File: config.mk
export PLATFORM = sky130hd
export DESIGN_NAME = smbsb_frame_ctrl
export DESIGN_NICKNAME = d
export VERILOG_FILES = /design/src/rtl/smbsb_pkg.sv /design/src/rtl/smbsb_frame_ctrl.sv
export SDC_FILE = /design/constraint.sdc
export NUM_CORES = 1
export LEC_CHECK = 0
export CAP_MARGIN = 5
export CORE_AREA = 2 2 39 41
export DETAILED_ROUTE_END_ITERATION = 10
export DIE_AREA = 0 0 41 43
export PLACE_DENSITY = 0.78
export SYNTH_ARGS = -nofsm -noshare
export SYNTH_HDL_FRONTEND = slang
export SYNTH_SLANG_ARGS = --single-unit
File: constraint.sdc
create_clock -name clk -period 2.33 [get_ports clk]
set_input_delay 0.233 -clock clk [delete_from_list [all_inputs] [get_ports clk]]
set_output_delay 0.233 -clock clk [all_outputs]
set_load 0.03 [all_outputs]
File: src/rtl/smbsb_pkg.sv
// smbsb_pkg: shared types, sizes and helpers for the switch-box frame sequencer
package smbsb_pkg;
  typedef enum logic [1:0] {IDLE, ADDR, DATA, FIN} state_t;
  localparam int ADDR_BITS = 2;
  localparam int DATA_BITS = 4;
  localparam int NUM_PORTS = 4;
  localparam logic [1:0] ADDR_LAST = 2'(ADDR_BITS - 1);
  localparam logic [1:0] DATA_LAST = 2'(DATA_BITS - 1);
  function automatic logic [3:0] onehot4(input logic [1:0] a);
    return 4'b0001 << a;
  endfunction
endpackage

File: src/rtl/smbsb_frame_ctrl.sv
// smbsb_frame_ctrl: parses start/address/data frames on serin and steers the switch box pb/lb selects
module smbsb_frame_ctrl
  import smbsb_pkg::*;
#(
  parameter logic IDLE_LEVEL = 1'b1
) (
  input  logic       clk,
  input  logic       rst,
  input  logic       serin,
  input  logic [3:0] port_en,
  output logic [3:0] pb,
  output logic [1:0] lb,
  output logic       busy,
  output logic       done,
  output logic       drop,
  output logic [1:0] dest
);
  state_t state, nxt;
  logic [1:0] addr, cnt;
  logic en_hit, start;
  assign start = serin == ~IDLE_LEVEL;
  always_ff @(posedge clk) begin
    if (rst) begin
      state  <= IDLE;
      addr   <= '0;
      cnt    <= '0;
      en_hit <= 1'b0;
      dest   <= '0;
    end else begin
      state <= nxt;
      if (state == ADDR) addr <= {addr[0], serin};
      cnt <= ((state == ADDR && cnt != ADDR_LAST) || (state == DATA && cnt != DATA_LAST)) ? cnt + 2'd1 : '0;
      // enable is frozen at the last address bit so mid-frame mask changes are ignored
      if (state == ADDR && cnt == ADDR_LAST) en_hit <= port_en[{addr[0], serin}];
      if (state == DATA && cnt == DATA_LAST) dest <= addr;
    end
  end
  always_comb begin
    nxt  = state;
    pb   = '0;
    lb   = '0;
    busy = 1'b0;
    done = 1'b0;
    drop = 1'b0;
    nxt  = state == ADDR ? (cnt == ADDR_LAST ? DATA : ADDR) :
           state == DATA ? (cnt == DATA_LAST ? FIN : DATA) :
           start ? ADDR : IDLE;
    busy = state == ADDR || state == DATA;
    pb   = (state == DATA && en_hit) ? onehot4(addr) : '0;
    lb   = state == DATA ? cnt : '0;
    done = state == FIN && en_hit;
    drop = state == FIN && !en_hit;
  end
endmodule

==> flow_metrics.py <==
metrics = {
    "critical_path": {
        "critPathRequiredTime_ns": 2.10,
        "path_depth": 5,
        "timing.setup.critical_path_class": "flip-flop to output pin",
        "cp_max_fo": 8,
        "critPathMaxStageDelay_ns": 0.69,
        "r2r-start": "state[0]$_SDFF_PP0_",
        "cp_cell_sequence": "inv_1 -> ha_1 -> nand2_1 -> nor3_1 -> clkdlybuf4s50_1",
        "r2r_end": "state[0]$_SDFF_PP0_",
        "worstPathArrival_ns": 1.87,
        "reg2reg_slack_ns": 1.10,
        "r2r.worst_path.cells": 5,
        "setup.worst_path.start_class": "flip-flop",
        "cpMaxStageDelayCell": "sky130_fd_sc_hd__clkdlybuf4s50_1",
        "cp.buffers_inverters": 2,
        "path_delay_family": "buffers and inverters",
        "critical_path.endpoint_type": "output pin",
    },
    "cells_and_area": {
        "insertedDiodeCount": 0,
        "fillerInstances": 136,
        "share_of_post_route_cells_with_drive_strength_above_1_pct": 7.79,
        "finalNetCount": 91,
        "area_growth_syn_to_layout_pct": 41.8,
    },
    "clock_tree": {
        "clock_insertion_delay_worst_skew_ns": 0.26,
        "clock_tree_buf_depth": 2,
        "hold_buffers": 0,
        "tritoncts.num_buffers": 3,
        "tritoncts": "done",
        "post_cts_buffers": 0,
        "cts.htree.levels": 1,
        "clk_transition_reported_paths_ns": 0.06,
        "cts_num_sinks": 9,
        "cts_repair_resize_count": 0,
        "clk_root_buffer_cell": "sky130_fd_sc_hd__clkbuf_4",
    },
    "sta": {
        "setup_violations": 0,
        "tightestPinTransition_ns": 0.332,
        "clock-skew-final_ns": 0.00441,
        "final-max-slew-violation-count": 0,
        "unrepaired_setup_endpoints_after_global_routing": "false",
        "final.min_clock_period_ns": 2.10,
        "finalSetupTns_ns": 0,
        "fin_crit_sh_pct": 90.1,
        "timing_hold_violations_final": 0,
        "maxSlewHeadroom_pct": 77.9,
        "fmax_mhz": 476,
        "hold_ws_ns": 0.463,
    },
    "floorplan": {
        "dieHeight_um": 43,
        "die_area_sq_mm": 0.00176,
        "rows": 14,
        "start_util_pct": 35.9,
        "chipWidth_um": 41,
        "fp.coreArea_sq_mm": 0.00138,
        "ioPinCount": 18,
    },
    "power": {
        "leakage_nw": 0.273,
        "vdd.ir_drop.worst_v": 0.000279,
        "areal_power_density_over_the_cells_mw_per_mm2": 475,
    },
    "outcome": {
        "run_status": "complete, no violations",
    },
    "yosys": {
        "yosys_reg_bits": 9,
        "synth_edf_count": 0,
        "netlist.top_cell.by_area": "sky130_fd_sc_hd__dfxtp_1",
        "yosys_most_used_dff": "sky130_fd_sc_hd__dfxtp_1",
        "yosysMostFrequentCell": "sky130_fd_sc_hd__dfxtp_1",
        "synthCells": 58,
        "syn_avg_cell_area_sq_um": 8.56,
        "dominant_cells_by_area_after_synthesis": "sky130_fd_sc_hd__dfxtp_1, sky130_fd_sc_hd__ha_1, sky130_fd_sc_hd__nor2_1",
        "ys_top_cells_by_count": "sky130_fd_sc_hd__dfxtp_1, sky130_fd_sc_hd__nor2_1, sky130_fd_sc_hd__ha_1, sky130_fd_sc_hd__nand2_1, sky130_fd_sc_hd__inv_1",
        "synth.yosys.seq_area_share_pct": 36.3,
        "post_synth_instance_area_sq_um": 497,
        "yosys.area.top_type_share_pct": 36.3,
        "synth_async_sr_flop_share_pct": 0,
        "synthesis.nets": 71,
        "yosysWarningCount": 0,
        "netlist-cell-type-count": 19,
    },
    "hold_path": {
        "min_path_cells": 2,
        "worstHoldEndpoint": "dest[0]$_SDFFE_PP0P_",
        "min_from": "dest[0]$_SDFFE_PP0P_",
        "timing.hold.worst.class": "flip-flop to flip-flop",
    },
    "detailed_routing": {
        "route.vias.total": 437,
        "detail_route.vias_per_cell": 4.70,
        "detail_route.drc_violations": 0,
        "firstDrtPassIters": 4,
        "initialDrtViolationCount": 3,
        "drt-wirelength-per-cell_um": 9.91,
        "number_of_nets_still_failing_antenna_checks_after_routing": 0,
        "routed_wirelength_um": 922,
    },
    "grt": {
        "track_usage_pct": 12.1,
        "grt_pass1_wl_um": 1430,
        "globalRoute.totalOverflow": 0,
        "grt_antenna_before_repair": 0,
        "number_of_global_route_vias_before_repair": 354,
        "grt_max_degree": 9,
    },
    "placement": {
        "place_hpwl_um": 736,
        "gpl.final_weighted_congestion": 0.781,
        "port_buffers": 17,
    },
    "flow_run": {
        "maxCapViolations": 0,
    },
}
## worst max-delay path by stage
stage                              from  slack [ns]     to
finish              state[0]$_SDFF_PP0_        0.23  pb[0]
global placement    state[0]$_SDFF_PP0_        0.52  pb[0]
floorplan           state[0]$_SDFF_PP0_        0.73  pb[0]
detailed placement  state[0]$_SDFF_PP0_        0.50  pb[2]
global route        state[0]$_SDFF_PP0_        0.09  pb[0]
CTS                 state[0]$_SDFF_PP0_        0.21  pb[2]
## sequential cells by signal, summed over array words and instances, names as in the netlist
register	count
addr	2
cnt	2
dest	2
en_hit	1
state	2
## cell usage in the layout (no fill, tap or decap), drive strengths merged
cell,n
a21o,1
a21oi,4
a221oi,1
and2,3
clkbuf,4
clkdlybuf4s50,17
dfxtp,9
ha,6
inv,5
mux2i,2
mux4,1
nand2,6
nand2b,3
nand3,4
nor2,8
nor2b,1
nor3,2
## per-stage QoR
step	cell area, sq um	cells	setup WS (ns)	util [%]	power [mW]
6_report	704	93	0.231	50.9	0.334
5_1_grt	704	93	0.0924	50.9	0.353
4_1_cts	704	93	0.213	50.9	0.341
3_5_place_dp	678	89	0.503	49.0	0.221
3_3_place_gp	678	89	0.524	49.0	0.219
2_1_floorplan	497	58	0.729	-	0.200
## power breakdown
| part | switching (mW) | leakage [nW] | internal [mW] | total (mW) |
|---|---|---|---|---|
| combinational | 0.0236 | 0.185 | 0.0266 | 0.0502 |
| clock | 0.0519 | 0.0150 | 0.0658 | 0.118 |
| sequential | 0.00648 | 0.0732 | 0.160 | 0.166 |
| total | 0.0820 | 0.273 | 0.252 | 0.334 |
## worst reg2reg max path, stage by stage, from the launching register on
cell and delay (ns):
sky130_fd_sc_hd__dfxtp_1 0.35, sky130_fd_sc_hd__inv_1 0.07, sky130_fd_sc_hd__ha_1 0.28, sky130_fd_sc_hd__nor2_1 0.11, sky130_fd_sc_hd__nor2_1 0.05, sky130_fd_sc_hd__a221oi_1 0.28
## layer usage
metal,part of all wire (%),vias to the layer above,global-route usage [%],routed length [um]
li1,-,229,-,-
met1,40,187,15.3,372
met2,48,21,16.9,440
met3,12,0,8.38,109
met4,0,0,2.00,0
met5,0,-,0,0
## logic make-up (layout without fill, tap and decap cells)
family          Yosys count  count (layout)  share of synthesized area [%]
mux                       3               3                           8.56
fa+ha+maj                 6               6                           15.1
simple gates             27              27                           26.4
flops                     9               9                           36.3
compound gates            6               6                           8.06
buf+inv                   7              26                           5.54
## cell type report
cell class	count	area (sq um)	area share, %
repair buffers	17	170	24.2
flip-flops and latches	9	180	25.6
well taps	16	20.0	2.84
multi-input cells	42	289	41.0
inverters	5	18.8	2.66
clock buffers	4	26.3	3.73
Note: power is estimated with default switching activity, not from simulation.
